### src/rtl/alu_pkg.sv
// Shared types and constants for the iterative carry-lookahead adder/subtractor.
package alu_pkg;

  typedef enum logic [1:0] {IDLE, RUN, DONE} addsub_state_t;

  localparam int SLICE_W = 2;

endpackage

### src/rtl/cla2_slice.sv
// Combinational 2-bit carry-lookahead add: generate/propagate per bit, both carries in parallel.
module cla2_slice (
  input  logic [1:0] a,
  input  logic [1:0] b,
  input  logic       cin,
  output logic [1:0] s,
  output logic       cout
);

  logic [1:0] g;
  logic [1:0] p;
  logic       c1;

  assign g    = a & b;
  assign p    = a ^ b;
  assign c1   = g[0] | (p[0] & cin);
  assign cout = g[1] | (p[1] & g[0]) | (p[1] & p[0] & cin);
  assign s    = p ^ {c1, cin};

endmodule

### src/rtl/cla_iterative_addsub.sv
// Multi-cycle adder/subtractor: one 2-bit CLA slice per cycle with a registered carry.
// Optional EARLY_TERM_EN: finish as soon as no carry remains and the upper operand bits are zero.
module cla_iterative_addsub
  import alu_pkg::*;
#(
  parameter int WIDTH = 8
) (
  input  logic             clk,
  input  logic             rst_n,
  input  logic             start_valid,
  output logic             start_ready,
  input  logic [WIDTH-1:0] op_a,
  input  logic [WIDTH-1:0] op_b,
  input  logic             op_sub,
  output logic             res_valid,
  input  logic             res_ready,
  output logic [WIDTH-1:0] result,
  output logic             carry_out,
  output logic             overflow,
  output logic             zero,
  output addsub_state_t    state
);

  localparam int N  = WIDTH / SLICE_W;
  localparam int CW = $clog2(N);

  generate
    if ((WIDTH % 2) != 0 || WIDTH < 4) begin : g_bad_width
      $error("cla_iterative_addsub: WIDTH must be even and >= 4");
    end
  endgenerate

  // Handshake: a transfer happens on a rising edge where valid & ready are both high;
  // res_valid and the result/flags stay stable until res_ready is seen.

  logic [WIDTH-1:0] a_q;
  logic [WIDTH-1:0] b_q;
  logic             carry_q;
  logic [CW-1:0]    count_q;

  logic [SLICE_W-1:0] slice_a;
  logic [SLICE_W-1:0] slice_b;
  logic [SLICE_W-1:0] slice_s;
  logic               slice_cout;
  logic [WIDTH-1:0]   res_n;
  logic               stop;
  int                 lo;

  assign start_ready = (state == IDLE);

  cla2_slice u_slice (
    .a    (slice_a),
    .b    (slice_b),
    .cin  (carry_q),
    .s    (slice_s),
    .cout (slice_cout)
  );

`ifdef EARLY_TERM_EN
  logic [WIDTH-1:0] a_rest;
  logic [WIDTH-1:0] b_rest;
`endif

  always_comb begin
    lo      = SLICE_W * int'(count_q);
    slice_a = a_q[lo +: SLICE_W];
    slice_b = b_q[lo +: SLICE_W];
    res_n   = result;
    res_n[lo +: SLICE_W] = slice_s;
    stop    = (count_q == CW'(N - 1));
`ifdef EARLY_TERM_EN
    a_rest = a_q >> (lo + SLICE_W);
    b_rest = b_q >> (lo + SLICE_W);
    if (!slice_cout && a_rest == '0 && b_rest == '0) begin
      stop  = 1'b1;
      res_n = res_n & ~({WIDTH{1'b1}} << (lo + SLICE_W));
    end
`endif
  end

  always_ff @(posedge clk) begin
    if (!rst_n) begin
      state     <= IDLE;
      a_q       <= '0;
      b_q       <= '0;
      carry_q   <= 1'b0;
      count_q   <= '0;
      result    <= '0;
      res_valid <= 1'b0;
      carry_out <= 1'b0;
      overflow  <= 1'b0;
      zero      <= 1'b0;
    end else begin
      case (state)
        IDLE: begin
          if (start_valid) begin
            a_q       <= op_a;
            b_q       <= op_sub ? ~op_b : op_b;
            carry_q   <= op_sub;
            count_q   <= '0;
            result    <= '0;
            carry_out <= 1'b0;
            overflow  <= 1'b0;
            zero      <= 1'b0;
            state     <= RUN;
          end
        end
        RUN: begin
          result  <= res_n;
          carry_q <= slice_cout;
          count_q <= count_q + CW'(1);
          if (stop) begin
            state     <= DONE;
            res_valid <= 1'b1;
            carry_out <= slice_cout;
            zero      <= (res_n == '0);
            overflow  <= (a_q[WIDTH-1] == b_q[WIDTH-1]) && (res_n[WIDTH-1] != a_q[WIDTH-1]);
          end
        end
        DONE: begin
          if (res_ready) begin
            res_valid <= 1'b0;
            state     <= IDLE;
          end
        end
        default: state <= IDLE;
      endcase
    end
  end

endmodule
### config.mk
export PLATFORM = sky130hd
export DESIGN_NAME = cla_iterative_addsub
export DESIGN_NICKNAME = d
export VERILOG_FILES = /design/src/rtl/alu_pkg.sv /design/src/rtl/cla2_slice.sv /design/src/rtl/cla_iterative_addsub.sv
export SDC_FILE = /design/constraint.sdc
export NUM_CORES = 1
export LEC_CHECK = 0
export CAP_MARGIN = 20
export CORE_ASPECT_RATIO = 1.1
export CORE_UTILIZATION = 51
export DETAILED_ROUTE_END_ITERATION = 12
export GPL_ROUTABILITY_DRIVEN = 0
export GPL_TIMING_DRIVEN = 0
export PLACE_DENSITY_LB_ADDON = 0.05
export REMOVE_ABC_BUFFERS = 1
export SLEW_MARGIN = 20
export SYNTH_ARGS = -nofsm -noshare
export SYNTH_HDL_FRONTEND = slang
export SYNTH_SLANG_ARGS = --single-unit
### constraint.sdc
create_clock -name clk -period 3.6 [get_ports clk]
set_input_delay 0.54 -clock clk [delete_from_list [all_inputs] [get_ports clk]]
set_output_delay 0.54 -clock clk [all_outputs]
set_load 0.02 [all_outputs]
==> impl_metrics.csv <==
group,metric,value,unit
placement,dp_cells,274,
final_layout,syn2layout_area_growth,21.75,%
logic_synthesis,syn_avg_cell_area,8.771,um^2
clock_tree,cts.sinks,33,
power_and_ir_drop,peakVddDrop,0.2888,mV
routing,via_per_inst,5.411,
setup_path,crit_arrival,3180,ps
grt,grt_max_degree,32,
logic_synthesis,syn_area,0.001789,mm^2
final_layout,final_cell_mix,"clkdlybuf4s50_1, dfxtp_1, nor2_1, nand2_1, a21oi_1",
final_layout,num_antenna_cells,0,
logic_synthesis,ys_seq_elements,33,
routing,avgRoutedWirePerCell,12.72,um
run,cap_violations,0,
clock_tree,cts_setup_buffers,0,
clock_tree,cts_tree,"built",
power_and_ir_drop,power_density,348.1,mW/mm^2
power_and_ir_drop,p_seq_share,52.6,%
die,num_io_pins,36,
sta,skew,3.659,ps
placement,hpwl,2526,um
die,die_h,64.12,um
sta,slew_viol_final,0,
grt,grt_pass1_vias,1450,
grt,overflow,0,
sta,tightest_slew,1001,ps
sta,setup_viol,0,
sta,period_share,81.06,%
setup_path,critPathMaxFanout,14,
logic_synthesis,async_reset_ff_share,0,%
sta,slew_headroom,33.17,%
routing,drtPass1Iterations,6,
logic_synthesis,ys_types,43,
logic_synthesis,synth_edf_count,0,
final_layout,final_nets,263,
sta,rsz0062_at_grt,"false",
hold_path,hold_class,"register to register",
grt,grtUsageTotal,21.68,%
routing,routed_wl,3586,um
die,initial_utilization,53.72,%
logic_synthesis,synth_ff_type,"dfxtp_1",
sta,fmax,342.7,MHz
logic_synthesis,ys_seq_area_share,36.92,%
die,std_cell_rows,22,
setup_path,start_kind,"register",
final_layout,finalNonFillerCells,282,
power_and_ir_drop,p_int,0.5325,mW
die,die-width,58.48,um
routing,postRouteAntennaNets,0,
clock_tree,ctsResizeCount,0,
clock_tree,cts.reportedPaths.clkPinSlew,100,ps
die,core-area,0.003331,mm^2
sta,fin_tns_setup,0,ps
final_layout,layout_commonest_cell,"clkdlybuf4s50_1",
setup_path,critical_path_class,"register to register",
clock_tree,cts_buffer_depth,2,
grt,grt_pass1_wl,6175,um
setup_path,cp.required,3860,ps
power_and_ir_drop,p_leak,0.8150,nW
logic_synthesis,yosys_warnings,0,
outcome,status,"finished, final reports clean",
placement,port_buffers,35,
routing,via_count,1526,
power_and_ir_drop,switching_power,0.2258,mW
power_and_ir_drop,pwr-share-clk,26.7,%
power_and_ir_drop,total_power,0.7584,mW
clock_tree,cts-root-buf,"clkbuf_4",
clock_tree,worstSkewPairLatency,340,ps
routing,first_iter_violations,74,
die,die_area,0.003749,mm^2
clock_tree,h-tree-depth,2,
clock_tree,cts_buffers,5,
sta,hold_viol_final,0,
grt,antenna_found_initial,0,
power_and_ir_drop,p_comb_share,20.7,%
power_and_ir_drop,p_sw_share,29.78,%
logic_synthesis,netlist_instances,204,
sta,layout_min_cycle_time,2918,ps
clock_tree,ctsHoldBuffers,0,
routing,drc_errors,0,
setup_path,cp-end-kind,"register",
final_layout,drive_above_1_share,7.265,%
[sequential cells by signal, summed over array words and instances (netlist names)]
register and cells:
state 2, carry_out 1, zero 1, b_q 8, overflow 1, a_q 8
carry_q 1, count_q 2, res_valid 1, result 8
[per-layer routing]
layer / routed length [um] / GRT usage [%] / vias up
met4: 71 / 11.31 / 0
met3: 154 / 4.656 / 13
met5: 0 / 0 / -
li1: - / - / 775
met1: 1581 / 24.20 / 692
met2: 1779 / 37.93 / 46
[cell type report]
| class | instances | area (um^2) |
|---|---|---|
| Tap cell | 48 | 60.06 |
| Multi-Input combinational cell | 150 | 1026 |
| Sequential cell | 33 | 660.6 |
| Clock inverter | 2 | 10.01 |
| Timing Repair Buffer | 35 | 350.3 |
| Clock buffer | 6 | 41.29 |
| Inverter | 8 | 30.03 |
| Fill cell | 308 | 1152 |
[stage by stage]
| stage | hold WS, ps | worst slack, ps | instance area [um^2] | utilization [%] |
|---|---|---|---|---|
| 6_report | 457.3 | 681.9 | 2178 | 65.40 |
| 3_5_place_dp | 448.2 | 682.5 | 2127 | 63.86 |
| 4_1_cts | 462.4 | 647.8 | 2178 | 65.40 |
| 3_3_place_gp | 442.9 | 707.1 | 2127 | 63.86 |
| 5_1_grt | 488.6 | 481.5 | 2178 | 65.40 |
| 2_1_floorplan | 433.1 | 998.4 | 1717 | - |
[power groups by stage]
stage | Clock, mW | Sequential [mW] | Combinational, mW
finish | 0.202 | 0.399 | 0.157
global route | 0.220 | 0.403 | 0.172
CTS | 0.207 | 0.399 | 0.158
detailed placement | 0 | 0.408 | 0.157
global placement | 0 | 0.407 | 0.154
floorplan | 0 | 0.406 | 0.0999
[synth_stat cells, types with 2 or more instances]
library cell | count | area share [%]
buf_2 | 4 | 1.1
o21a_1 | 4 | 1.7
dfxtp_1 | 33 | 37
a31oi_1 | 3 | 1.0
xnor2_1 | 8 | 3.9
nand2b_1 | 2 | 0.70
nand2_1 | 21 | 4.4
ha_1 | 8 | 5.6
a211oi_1 | 8 | 3.4
mux2i_1 | 2 | 1.1
clkbuf_1 | 6 | 1.3
a21oi_1 | 19 | 5.3
a22oi_1 | 2 | 0.84
nor2_1 | 26 | 5.5
nand4_1 | 3 | 1.0
inv_1 | 8 | 1.7
nand3_1 | 9 | 2.5
buf_6 | 2 | 1.3
nor2b_1 | 4 | 1.4
mux4_2 | 4 | 5.0
and3b_1 | 2 | 0.98
nor4bb_1 | 2 | 1.1
o21ai_0 | 4 | 1.1
[cell families (layout without fill, tap and decap cells)]
kind of cell	count (synthesis)	in the layout	synth area share, %
buffers and inverters	21	51	5.734
adders and majority gates	9	9	6.714
xor gates and xnor gates	9	9	4.826
AOI/OAI and AO/OA	48	48	17.20
muxes	6	6	6.154
DFF	33	33	36.92
and+or+nand+nor	78	78	22.45
[worst paths after layout]
| path | depth (start not counted) | endpoint | from | slack (ps) |
|---|---|---|---|---|
| min reg2reg | 2 | a_q[5] | a_q[5] | 460 |
| max reg2reg | 6 | result[1] | count_q[0] | 680 |
| min | 2 | a_q[5] | a_q[5] | 460 |
| max | 6 | result[1] | count_q[0] | 680 |
[worst max-delay path, cell delays in order, from the launching register on]
cell	delay [ps]
dfxtp_1	720
mux4_2	630
fa_1	450
xor2_2	260
nand2_1	130
or4b_1	510
a21oi_1	140
Power figures use the tool's default switching activity.
